$ cat config.mk
export PLATFORM = sky130hd
export DESIGN_NAME = alu_arbiter_flat
export DESIGN_NICKNAME = d
export VERILOG_FILES = /design/src/rtl/alu_pkg.sv /design/src/rtl/alu_arbiter_if.sv /design/src/rtl/alu_arbiter_rr_arbiter2.sv /design/src/rtl/alu_arbiter.sv /design/src/flat_wrapper.sv
export SDC_FILE = /design/constraint.sdc
export NUM_CORES = 1
export LEC_CHECK = 0
export ABC_CLOCK_PERIOD_IN_PS = 1400
export BUFFER_PORTS_ARGS = -buffer_cell sky130_fd_sc_hd__buf_2
export CAP_MARGIN = 15
export CORE_AREA = 2 2 71 73
export DETAILED_ROUTE_END_ITERATION = 8
export DIE_AREA = 0 0 73 75
export PLACE_DENSITY_LB_ADDON = 0.12
export SLEW_MARGIN = 5
export SYNTH_ARGS = -nofsm -noshare
export SYNTH_HDL_FRONTEND = slang
export SYNTH_SLANG_ARGS = --single-unit
$ cat constraint.sdc
create_clock -name clk -period 1.4 [get_ports clk]
set_input_delay 0.07 -clock clk [delete_from_list [all_inputs] [get_ports clk]]
set_output_delay 0.07 -clock clk [all_outputs]
set_load 0.03 [all_outputs]
$ cat src/rtl/alu_pkg.sv
// Shared opcode, flag-index and FSM-state definitions for the ALU arbiter slice.
package alu_pkg;

    localparam logic [3:0] OP_INVALID   = 4'd0;
    localparam logic [3:0] OP_ADD       = 4'd1;
    localparam logic [3:0] OP_ADD_CARRY = 4'd2;
    localparam logic [3:0] OP_SUB       = 4'd3;
    localparam logic [3:0] OP_INC       = 4'd4;
    localparam logic [3:0] OP_DEC       = 4'd5;
    localparam logic [3:0] OP_AND       = 4'd6;
    localparam logic [3:0] OP_NOT       = 4'd7;
    localparam logic [3:0] OP_ROL       = 4'd8;
    localparam logic [3:0] OP_ROR       = 4'd9;

    localparam int unsigned FLAG_WIDTH   = 5;
    localparam int unsigned FLAG_CARRY   = 0;
    localparam int unsigned FLAG_BORROW  = 1;
    localparam int unsigned FLAG_ZERO    = 2;
    localparam int unsigned FLAG_PARITY  = 3;
    localparam int unsigned FLAG_INVALID = 4;

    typedef logic [FLAG_WIDTH-1:0] flags_t;

    localparam logic [1:0] ST_IDLE  = 2'd0;
    localparam logic [1:0] ST_ISSUE = 2'd1;
    localparam logic [1:0] ST_RESP  = 2'd2;

    function automatic flags_t make_flags(input logic invalid_op, input logic parity,
                                          input logic zero, input logic borrow,
                                          input logic carry_out);
        flags_t f;
        f               = '0;
        f[FLAG_INVALID] = invalid_op;
        f[FLAG_PARITY]  = parity;
        f[FLAG_ZERO]    = zero;
        f[FLAG_BORROW]  = borrow;
        f[FLAG_CARRY]   = carry_out;
        return f;
    endfunction

endpackage

$ cat src/rtl/alu_arbiter_if.sv
// Request/response channels between two issuers, the arbiter and the response consumer.
interface alu_arbiter_if
    import alu_pkg::*;
#(
    parameter int unsigned BUS_WIDTH = 8
);
    logic                 req0_valid;
    logic                 req0_ready;
    logic [3:0]           req0_opcode;
    logic [BUS_WIDTH-1:0] req0_a;
    logic [BUS_WIDTH-1:0] req0_b;
    logic                 req0_carry_in;

    logic                 req1_valid;
    logic                 req1_ready;
    logic [3:0]           req1_opcode;
    logic [BUS_WIDTH-1:0] req1_a;
    logic [BUS_WIDTH-1:0] req1_b;
    logic                 req1_carry_in;

    logic                 resp_valid;
    logic                 resp_ready;
    logic                 resp_id;
    logic [BUS_WIDTH-1:0] resp_y;
    flags_t               resp_flags;

    modport master (
        output req0_valid, req0_opcode, req0_a, req0_b, req0_carry_in,
        input  req0_ready,
        output req1_valid, req1_opcode, req1_a, req1_b, req1_carry_in,
        input  req1_ready,
        input  resp_valid, resp_id, resp_y, resp_flags,
        output resp_ready
    );

    modport slave (
        input  req0_valid, req0_opcode, req0_a, req0_b, req0_carry_in,
        output req0_ready,
        input  req1_valid, req1_opcode, req1_a, req1_b, req1_carry_in,
        output req1_ready,
        output resp_valid, resp_id, resp_y, resp_flags,
        input  resp_ready
    );

endinterface

$ cat src/rtl/alu_arbiter_rr_arbiter2.sv
// Two-input round-robin arbiter; the pointer remembers the last granted requester.
module rr_arbiter2 (
    input  logic       clk,
    input  logic       rst_n,
    input  logic       en,
    input  logic [1:0] req,
    output logic [1:0] gnt,
    output logic       gnt_id
);

    logic last_q;

    always_comb begin
        gnt_id = 1'b0;
        if (req == 2'b10) begin
            gnt_id = 1'b1;
        end else if (req == 2'b11) begin
            gnt_id = ~last_q;
        end
        gnt = 2'b00;
        if (en && (req != 2'b00)) begin
            gnt = gnt_id ? 2'b10 : 2'b01;
        end
    end

    // Reset value 1 makes requester 0 win the first contention.
    always_ff @(posedge clk) begin
        if (!rst_n) begin
            last_q <= 1'b1;
        end else if (gnt != 2'b00) begin
            last_q <= gnt_id;
        end
    end

endmodule

$ cat src/rtl/alu_arbiter.sv
// Shares one external combinational ALU between two requesters; one op in flight at a time.
module alu_arbiter
    import alu_pkg::*;
#(
    parameter int unsigned BUS_WIDTH = 8,
    parameter int unsigned CNT_WIDTH = 8
) (
    input  logic                 clk,
    input  logic                 rst_n,
    alu_arbiter_if.slave         bus,
    output logic [3:0]           alu_opcode,
    output logic [BUS_WIDTH-1:0] alu_a,
    output logic [BUS_WIDTH-1:0] alu_b,
    output logic                 alu_carry_in,
    input  logic [BUS_WIDTH-1:0] alu_y,
    input  logic                 alu_carry_out,
    input  logic                 alu_borrow,
    input  logic                 alu_zero,
    input  logic                 alu_parity,
    input  logic                 alu_invalid_op,
    output logic                 busy,
    output logic [CNT_WIDTH-1:0] invalid_count
);

    logic [1:0]           state_q, state_d;
    logic                 idle;
    logic [1:0]           arb_req;
    logic [1:0]           arb_gnt;
    logic                 arb_id;
    logic                 accept;
    logic                 id_q;
    logic                 resp_id_q;
    logic [BUS_WIDTH-1:0] resp_y_q;
    flags_t               resp_flags_q;
    logic [CNT_WIDTH-1:0] invalid_count_q;

    assign idle    = (state_q == ST_IDLE);
    assign arb_req = {bus.req1_valid, bus.req0_valid};

    rr_arbiter2 u_arb (
        .clk    (clk),
        .rst_n  (rst_n),
        .en     (idle),
        .req    (arb_req),
        .gnt    (arb_gnt),
        .gnt_id (arb_id)
    );

    assign accept         = (arb_gnt != 2'b00);
    assign bus.req0_ready = arb_gnt[0];
    assign bus.req1_ready = arb_gnt[1];

    always_comb begin
        state_d = state_q;
        unique case (state_q)
            ST_IDLE:  if (accept) state_d = ST_ISSUE;
            ST_ISSUE: state_d = ST_RESP;
            ST_RESP:  if (bus.resp_ready) state_d = ST_IDLE;
            default:  state_d = ST_IDLE;
        endcase
    end

    always_ff @(posedge clk) begin
        if (!rst_n) begin
            state_q         <= ST_IDLE;
            alu_opcode      <= OP_INVALID;
            alu_a           <= '0;
            alu_b           <= '0;
            alu_carry_in    <= 1'b0;
            id_q            <= 1'b0;
            resp_id_q       <= 1'b0;
            resp_y_q        <= '0;
            resp_flags_q    <= '0;
            invalid_count_q <= '0;
        end else begin
            state_q <= state_d;
            if (accept) begin
                alu_opcode   <= arb_id ? bus.req1_opcode   : bus.req0_opcode;
                alu_a        <= arb_id ? bus.req1_a        : bus.req0_a;
                alu_b        <= arb_id ? bus.req1_b        : bus.req0_b;
                alu_carry_in <= arb_id ? bus.req1_carry_in : bus.req0_carry_in;
                id_q         <= arb_id;
            end
            // ALU has had the whole ISSUE cycle to settle on the registered inputs.
            if (state_q == ST_ISSUE) begin
                resp_y_q     <= alu_y;
                resp_flags_q <= make_flags(alu_invalid_op, alu_parity, alu_zero,
                                           alu_borrow, alu_carry_out);
                resp_id_q    <= id_q;
                if (alu_invalid_op && (invalid_count_q != {CNT_WIDTH{1'b1}})) begin
                    invalid_count_q <= invalid_count_q + CNT_WIDTH'(1);
                end
            end
        end
    end

    assign bus.resp_valid = (state_q == ST_RESP);
    assign bus.resp_id    = resp_id_q;
    assign bus.resp_y     = resp_y_q;
    assign bus.resp_flags = resp_flags_q;
    assign busy           = ~idle;
    assign invalid_count  = invalid_count_q;

endmodule

$ cat src/flat_wrapper.sv
// flat-port wrapper written by rule: the top's interface ports become plain ports
module alu_arbiter_flat import alu_pkg::*;
#(
    parameter int unsigned BUS_WIDTH = 8,
    parameter int unsigned CNT_WIDTH = 8
)
  (clk, rst_n, alu_opcode, alu_a, alu_b, alu_carry_in, alu_y, alu_carry_out, alu_borrow, alu_zero, alu_parity, alu_invalid_op, busy, invalid_count, bus_req0_valid, bus_req0_opcode, bus_req0_a, bus_req0_b, bus_req0_carry_in, bus_req0_ready, bus_req1_valid, bus_req1_opcode, bus_req1_a, bus_req1_b, bus_req1_carry_in, bus_req1_ready, bus_resp_valid, bus_resp_id, bus_resp_y, bus_resp_flags, bus_resp_ready);
  alu_arbiter_if #(.BUS_WIDTH(BUS_WIDTH)) bus_i ();
  input  logic clk;
  input  logic rst_n;
  output logic [3:0] alu_opcode;
  output logic [BUS_WIDTH-1:0] alu_a;
  output logic [BUS_WIDTH-1:0] alu_b;
  output logic alu_carry_in;
  input  logic [BUS_WIDTH-1:0] alu_y;
  input  logic alu_carry_out;
  input  logic alu_borrow;
  input  logic alu_zero;
  input  logic alu_parity;
  input  logic alu_invalid_op;
  output logic busy;
  output logic [CNT_WIDTH-1:0] invalid_count;
  input wire logic [$bits(bus_i.req0_valid)-1:0] bus_req0_valid;
  input wire logic [$bits(bus_i.req0_opcode)-1:0] bus_req0_opcode;
  input wire logic [$bits(bus_i.req0_a)-1:0] bus_req0_a;
  input wire logic [$bits(bus_i.req0_b)-1:0] bus_req0_b;
  input wire logic [$bits(bus_i.req0_carry_in)-1:0] bus_req0_carry_in;
  output wire logic [$bits(bus_i.req0_ready)-1:0] bus_req0_ready;
  input wire logic [$bits(bus_i.req1_valid)-1:0] bus_req1_valid;
  input wire logic [$bits(bus_i.req1_opcode)-1:0] bus_req1_opcode;
  input wire logic [$bits(bus_i.req1_a)-1:0] bus_req1_a;
  input wire logic [$bits(bus_i.req1_b)-1:0] bus_req1_b;
  input wire logic [$bits(bus_i.req1_carry_in)-1:0] bus_req1_carry_in;
  output wire logic [$bits(bus_i.req1_ready)-1:0] bus_req1_ready;
  output wire logic [$bits(bus_i.resp_valid)-1:0] bus_resp_valid;
  output wire logic [$bits(bus_i.resp_id)-1:0] bus_resp_id;
  output wire logic [$bits(bus_i.resp_y)-1:0] bus_resp_y;
  output wire logic [$bits(bus_i.resp_flags)-1:0] bus_resp_flags;
  input wire logic [$bits(bus_i.resp_ready)-1:0] bus_resp_ready;
  assign bus_i.req0_valid = bus_req0_valid;
  assign bus_i.req0_opcode = bus_req0_opcode;
  assign bus_i.req0_a = bus_req0_a;
  assign bus_i.req0_b = bus_req0_b;
  assign bus_i.req0_carry_in = bus_req0_carry_in;
  assign bus_req0_ready = bus_i.req0_ready;
  assign bus_i.req1_valid = bus_req1_valid;
  assign bus_i.req1_opcode = bus_req1_opcode;
  assign bus_i.req1_a = bus_req1_a;
  assign bus_i.req1_b = bus_req1_b;
  assign bus_i.req1_carry_in = bus_req1_carry_in;
  assign bus_req1_ready = bus_i.req1_ready;
  assign bus_resp_valid = bus_i.resp_valid;
  assign bus_resp_id = bus_i.resp_id;
  assign bus_resp_y = bus_i.resp_y;
  assign bus_resp_flags = bus_i.resp_flags;
  assign bus_i.resp_ready = bus_resp_ready;
  alu_arbiter #(.BUS_WIDTH(BUS_WIDTH), .CNT_WIDTH(CNT_WIDTH)) u_core (.clk(clk), .rst_n(rst_n), .bus(bus_i), .alu_opcode(alu_opcode), .alu_a(alu_a), .alu_b(alu_b), .alu_carry_in(alu_carry_in), .alu_y(alu_y), .alu_carry_out(alu_carry_out), .alu_borrow(alu_borrow), .alu_zero(alu_zero), .alu_parity(alu_parity), .alu_invalid_op(alu_invalid_op), .busy(busy), .invalid_count(invalid_count));
endmodule
==> results of run 1 <==
-- sequential cells by signal, indices dropped and copies added (netlist names) --
signal,flops
u_core.bus.resp_flags,5
u_core.alu_b,8
u_core.bus.resp_id,1
u_core.alu_carry_in,1
u_core.alu_opcode,4
u_core.u_arb.last_q,1
u_core.id_q,1
u_core.invalid_count,8
u_core.state_q,2
u_core.alu_a,8
u_core.bus.resp_y,8
-- report_power, final --
part           leakage (nW)  switching (mW)  internal [mW]  total, mW
registers             0.387          0.0490           1.43       1.48
clock network        0.0470           0.433          0.388      0.821
logic                 0.880           0.515          0.313      0.827
total                  1.31           0.996           2.13       3.13
-- timing repair --
item                                    4_1_cts  5_1_grt
endpoints found under the setup margin        3       26
hold buffers                                  0        1
cloned                                        0        1
pin swaps                                     3        2
setup buffers                                 1        2
gates resized for setup                      12       12
hold endpoints to repair                      0        1
-- per-layer routing --
layer | share of wire [%] | vias up
li1 | - | 1145
met2 | 47 | 93
met4 | 0.60 | 0
met5 | 0 | -
met1 | 45 | 1068
met3 | 7.4 | 4
-- worst max-delay path: stages, from the launching register on --
cell and delay (ps):
dfxtp_4 360, buf_6 120, nor3b_4 230, buf_6 130, and2_4 130, buf_6 120
-- worst paths after layout --
check | start | to | slack [ps] | depth (start not counted)
hold / removal | alu_y[7] | u_core.bus.resp_y[7] | 2 | 3
hold reg to reg | u_core.bus.resp_y[7] | u_core.bus.resp_y[7] | 450 | 2
setup / recovery | u_core.state_q[0] | bus_req0_ready | -50 | 5
setup reg to reg | u_core.state_q[0] | u_core.alu_carry_in | 40 | 6
-- area by class of cell --
type | count | share of cell area (%)
multi-input combinational | 181 | 35.4
timing repair buffer | 133 | 26.1
inverter | 6 | 0.769
sequential | 47 | 32.4
clock buffer | 6 | 2.82
tap | 54 | 2.31
clock inverter | 1 | 0.171
-- kinds of logic after synthesis --
logic type / Yosys count / synth area share [%]
AO/OA/AOI/OAI: 70 / 20.3
buffers and inverters: 26 / 5.17
adder cells (fa/ha/maj): 1 / 0.615
flip-flops: 47 / 46.2
AND/OR/NAND/NOR: 105 / 25.7
multiplexers: 4 / 1.97
-- synthesized netlist by cell type (all sizes together) --
cell / n
inv: 6
a41oi: 1
o21ai: 22
o211ai: 1
ha: 1
nand2b: 6
o41ai: 1
nor4: 1
dfxtp: 47
a211oi: 3
or2: 1
nor3: 1
a31oi: 21
buf: 6
a311oi: 1
nand3: 44
or3: 1
mux2i: 4
nand3b: 1
o21a: 1
a2111oi: 1
and3: 1
and4: 1
nor2: 2
clkbuf: 14
nand4: 1
nor3b: 3
a21oi: 16
and2: 2
o31a: 1
nor2b: 4
nand2: 36
o311a: 1
==> qor.csv, run 1 <==
metric,value,unit
worst slew pin tran,571,ps
Synth-to-Final Area Change,44.0,%
setup TNS,-49.6,ps
Synth Register Bits,47,
Layout Cells excl Fill,428,
Final Util,62.8,%
final instance area,2930,µm²
Register Area,950,µm²
Site Rows,25,
FILL cells,437,
DRT iter0 DRCs,84,
die height,75,µm
DRC,0,
gpl congestion,0.915,
met2 usage,35.0,%
failing checks,setup timing,
GR Util met3,6.02,%
number of vias per cell,5.40,
GRT busiest layer,met2,
post-route ant nets,0,
Required @ worst endpoint,1330,ps
clock root buffer master,clkbuf_8,
crit path DAT,1380,ps
sequential share of the synthesized area,46.2,%
"CTS clk-pin slew, worst paths",80,ps
Core Region,4660,µm²
Multi-input gate area,1040,µm²
Worst setup SP type,register,
vias in the first global route,2086,
Final HPWL DP,4.07,mm
CTS Buffer Depth,2,
leakage,1.31,nW
RSZ-0062 raised after global routing,true,
Max-Slew Margin vs Limit,61.9,%
syn_area_per_cell,8.04,µm²
outcome,"complete, but fails checks",
power density over the cells,1070,nW/µm²
Final nets,435,
drt pass-1 iters,4,
# port buffers,106,
"most common cell after layout, fill and taps aside",buf_2,
die width,73,µm
routed wire length,5.87,mm
met1 Usage GRT,27.7,%
Clock Skew,6.66,ps
Setup WS post-layout,-49.6,ps
Final Slew Violations,0,
all-layer global routing usage,21.3,%
crit path kind,register to output port,
maximum fanout along the worst path,4,
die area,5480,µm²
CTS sink count,47,
pre-CTS setup slack,33.6,ps
clock latency on the worst-skew pair,290,ps
initial core utilization,43.7,%
Tot Pwr,3.13,mW
overflow left after global routing,0,
Min-Delay Path Class,input port to register,
area of the mapped netlist,2030,µm²
H-tree level count,2,
DR vias,2310,
final setup violation count,1,
post-synth net total,314,
area share of the largest cell type after synthesis,46.2,%
Max Fclk,0.690,GHz
max-cap viol count,0,
Worst setup EP type,output port,
DR WL/cell,13.7,µm
synth top area cells,"dfxtp_1 46%, nand3_1 11%, nand2_1 6.6%",
Post-Place Cells,416,
cell count after synthesis,253,
Final period util,104,%
Placed Area,2730,µm²
Final Hold Vio Count,0,
Num CTS Buffers,5,
shortest period the worst path allows,1450,ps
synth unique cells,34,
Diodes inserted,0,
first-pass GRT wire length,9.34,mm
TritonCTS clock tree,yes,
largest net degree at the start of global routing,24,
Max rail drop VDD,0.456,mV
"commonest non-fill, non-tap cells in the layout","103 x buf_2, 44 x nand3_1, 42 x dfxtp_1",
leading area contributor after synthesis,dfxtp_1,
initial antenna violation count,0,
Ports,107,
fraction of layout cells with a size suffix above 1,41.4,%
WHS,2.07,ps
Ys Warns,0,
No activity file was read; power rests on OpenSTA's default activity.
==> inputs of run 2 (changes only) <==
--- a/config.mk
+++ b/config.mk
@@ -15,4 +15,5 @@
 export SLEW_MARGIN = 5
 export SYNTH_ARGS = -nofsm -noshare
 export SYNTH_HDL_FRONTEND = slang
+export SYNTH_HIERARCHICAL = 1
 export SYNTH_SLANG_ARGS = --single-unit
==> run 2 against run 1 <==
Via count fell by 17%. Synthesized area decreased by 1.9%. Clock skew rose by 5.1 ps. Synthesized cell count is 14% lower. Core utilization is 0.97 points higher. Critical path depth rose by 1. The run still ends with setup timing left.
==> qor.csv, run 2 <==
metric,value,unit,change
outcome,"complete, but fails checks",,
failing checks,setup timing,,
shortest period the worst path allows,1440,ps,-13.3 ps
Worst R2R Path Depth,9,,+3
final setup violation count,15,,+14
DR vias,1913,,-17%
leakage,1.38,nW,+5.2%
initial core utilization,42.8,%,-0.83 points
Ports,107,,unchanged
# port buffers,106,,unchanged
Placed Area,2690,µm²,-1.5%
Worst setup SP type,register,,
H-tree level count,2,,unchanged
Post-Place Cells,380,,-8.7%
Synth async-reset ratio,0,%,unchanged
crit path DAT,1370,ps,about the same
area of the mapped netlist,2000,µm²,-1.9%
CTS sink count,47,,unchanged
Max Fclk,0.696,GHz,+0.93%
RSZ-0062 raised after global routing,true,,
Synth-to-Final Area Change,49.0,%,
Num CTS Buffers,5,,unchanged
Ys Warns,6,,+6
area share of the largest cell type after synthesis,47.1,%,+0.90 points
vias in the first global route,1662,,-20%
Max rail drop VDD,0.706,mV,+55%
cell count after synthesis,218,,-14%
HP Start,alu_parity,,
"most common cell after layout, fill and taps aside",buf_2,,
WHS Path Cells,3,,unchanged
clock latency on the worst-skew pair,300,ps,about the same
CTS Buffer Depth,2,,unchanged
post-synth net total,279,,-11%
pre-CTS setup slack,-318,ps,-352 ps
sequential share of the synthesized area,47.1,%,+0.90 points
top_reg_cell synth,dfxtp_1,,
Layout Cells excl Fill,397,,-7.2%
"CTS clk-pin slew, worst paths",90,ps,about the same
fraction of layout cells with a size suffix above 1,48.7,%,+7.2 points
syn_area_per_cell,9.15,µm²,+14%
Synth Register Bits,47,,unchanged
DRT iter0 DRCs,59,,-30%
largest net degree at the start of global routing,23,,-4.2%
leading area contributor after synthesis,dfxtp_1,,
synth top area cells,"dfxtp_1 47%, mux2i_1 11%, nand2_1 9.4%",,
die area,5480,µm²,unchanged
Setup WS post-layout,-36.3,ps,+13.3 ps
Final nets,403,,-7.4%
all-layer global routing usage,18.1,%,-3.2 points
Final Hold Vio Count,0,,unchanged
most common cell in the netlist,nand2_1,,
worst hold endpoint,u_core/bus.resp_flags[3],,
Core Region,4660,µm²,unchanged
synth unique cells,33,,-2.9%
max-cap viol count,0,,unchanged
Final Slew Violations,0,,unchanged
Site Rows,25,,unchanged
Synth top cells by count,"50 x nand2_1, 47 x dfxtp_1, 23 x o21ai_0, 22 x mux2i_1, 14 x a21boi_0",,
post-route ant nets,0,,unchanged
Worst R2R End,u_core/alu_b[1],,
setup TNS,-245,ps,-195 ps
die height,75,µm,unchanged
overflow left after global routing,0,,unchanged
DR WL/cell,12.2,µm,-11%
"commonest non-fill, non-tap cells in the layout","104 x buf_2, 40 x nand2_1, 40 x dfxtp_1",,
Final HPWL DP,3.32,mm,-19%
Required @ worst endpoint,1330,ps,about the same
drt pass-1 iters,4,,unchanged
number of vias per cell,4.82,,-11%
clock root buffer master,clkbuf_8,,
Diodes inserted,0,,unchanged
maximum fanout along the worst path,4,,unchanged
r2r setup slk,-30,ps,-70 ps
Clock Skew,11.7,ps,+5.09 ps
FF-to-FF Start,u_core/state_q[1],,
routed wire length,4.86,mm,-17%
crit path kind,register to output port,,
gpl congestion,0.794,,-13%
worst slew pin tran,437,ps,-134 ps
Min-Delay Path Class,input port to register,,
die width,73,µm,unchanged
Max-Slew Margin vs Limit,70.9,%,+9.0 points
power density over the cells,1180,nW/µm²,+11%
Final period util,103,%,-0.95 points
Post-synth EDFFs,0,,unchanged
Worst setup EP type,output port,,
DRC,0,,unchanged
TritonCTS clock tree,yes,,
initial antenna violation count,0,,unchanged
first-pass GRT wire length,7.65,mm,-18%
CP startpoint,u_core/state_q[1],,
final instance area,2970,µm²,+1.5%
run 2: layer usage:
layer	up-vias	track usage [%]	wire length, µm
li1	1003	-	-
met1	828	22.8	2100
met2	75	29.0	2320
met3	7	6.16	369
met4	0	6.17	61
met5	-	0	0
run 2: worst max-delay path, cell delays in order (launching register included):
cell	delay, ps
dfxtp_2	330
or2_4	250
inv_4	70
nand2_4	50
a21oi_4	130
buf_6	120
buf_6	110
run 2: what timing repair did:
| item | in CTS | in global routing |
|---|---|---|
| resized for setup | 14 | 22 |
| pin swaps | 1 | 32 |
| cloned | 3 | 3 |
| hold buffers | 0 | 0 |
| endpoints found under the setup margin | 24 | 31 |
| buffers inserted | 4 | 0 |
run 2: kinds of logic (layout without fill, tap and decap cells):
group / after synthesis / in the layout / synth area share, %
simple gates: 79 / 82 / 18.5
buf+inv: 13 / 132 / 3.07
xor+xnor: 5 / 5 / 2.19
compound gates: 51 / 54 / 17.4
flops: 47 / 47 / 47.1
fa+ha+maj: 1 / 1 / 0.627
mux: 22 / 22 / 11.0
run 2: final cells by class:
cell class | count | area [µm²]
timing repair buffer | 122 | 678
multi-input combinational | 164 | 1160
inverter | 2 | 10.0
clock buffer | 8 | 101
fill | 406 | 1690
sequential | 47 | 955
tap | 54 | 67.6
run 2: worst max path at each step:
stage / end
after floorplan: u_core/alu_a[7]
after global placement: u_core/alu_a[7]
after detailed placement: u_core/alu_a[7]
after CTS: bus_req0_ready
after global routing: bus_req0_ready
final: bus_req0_ready
run 2: power breakdown:
| group | total, mW | switching [mW] | internal, mW |
|---|---|---|---|
| Clock | 0.893 | 0.431 | 0.463 |
| Combinational | 1.08 | 0.654 | 0.430 |
| Sequential | 1.54 | 0.0706 | 1.47 |
run 2: per-stage QoR:
step	utilization (%)	total power, mW	hold slack, ps
final	63.8	3.52	15.7
after global routing	63.8	3.71	10.7
after CTS	61.8	3.49	2.62
after detailed placement	57.6	2.50	327
after global placement	57.6	2.49	321
after floorplan	-	2.18	150
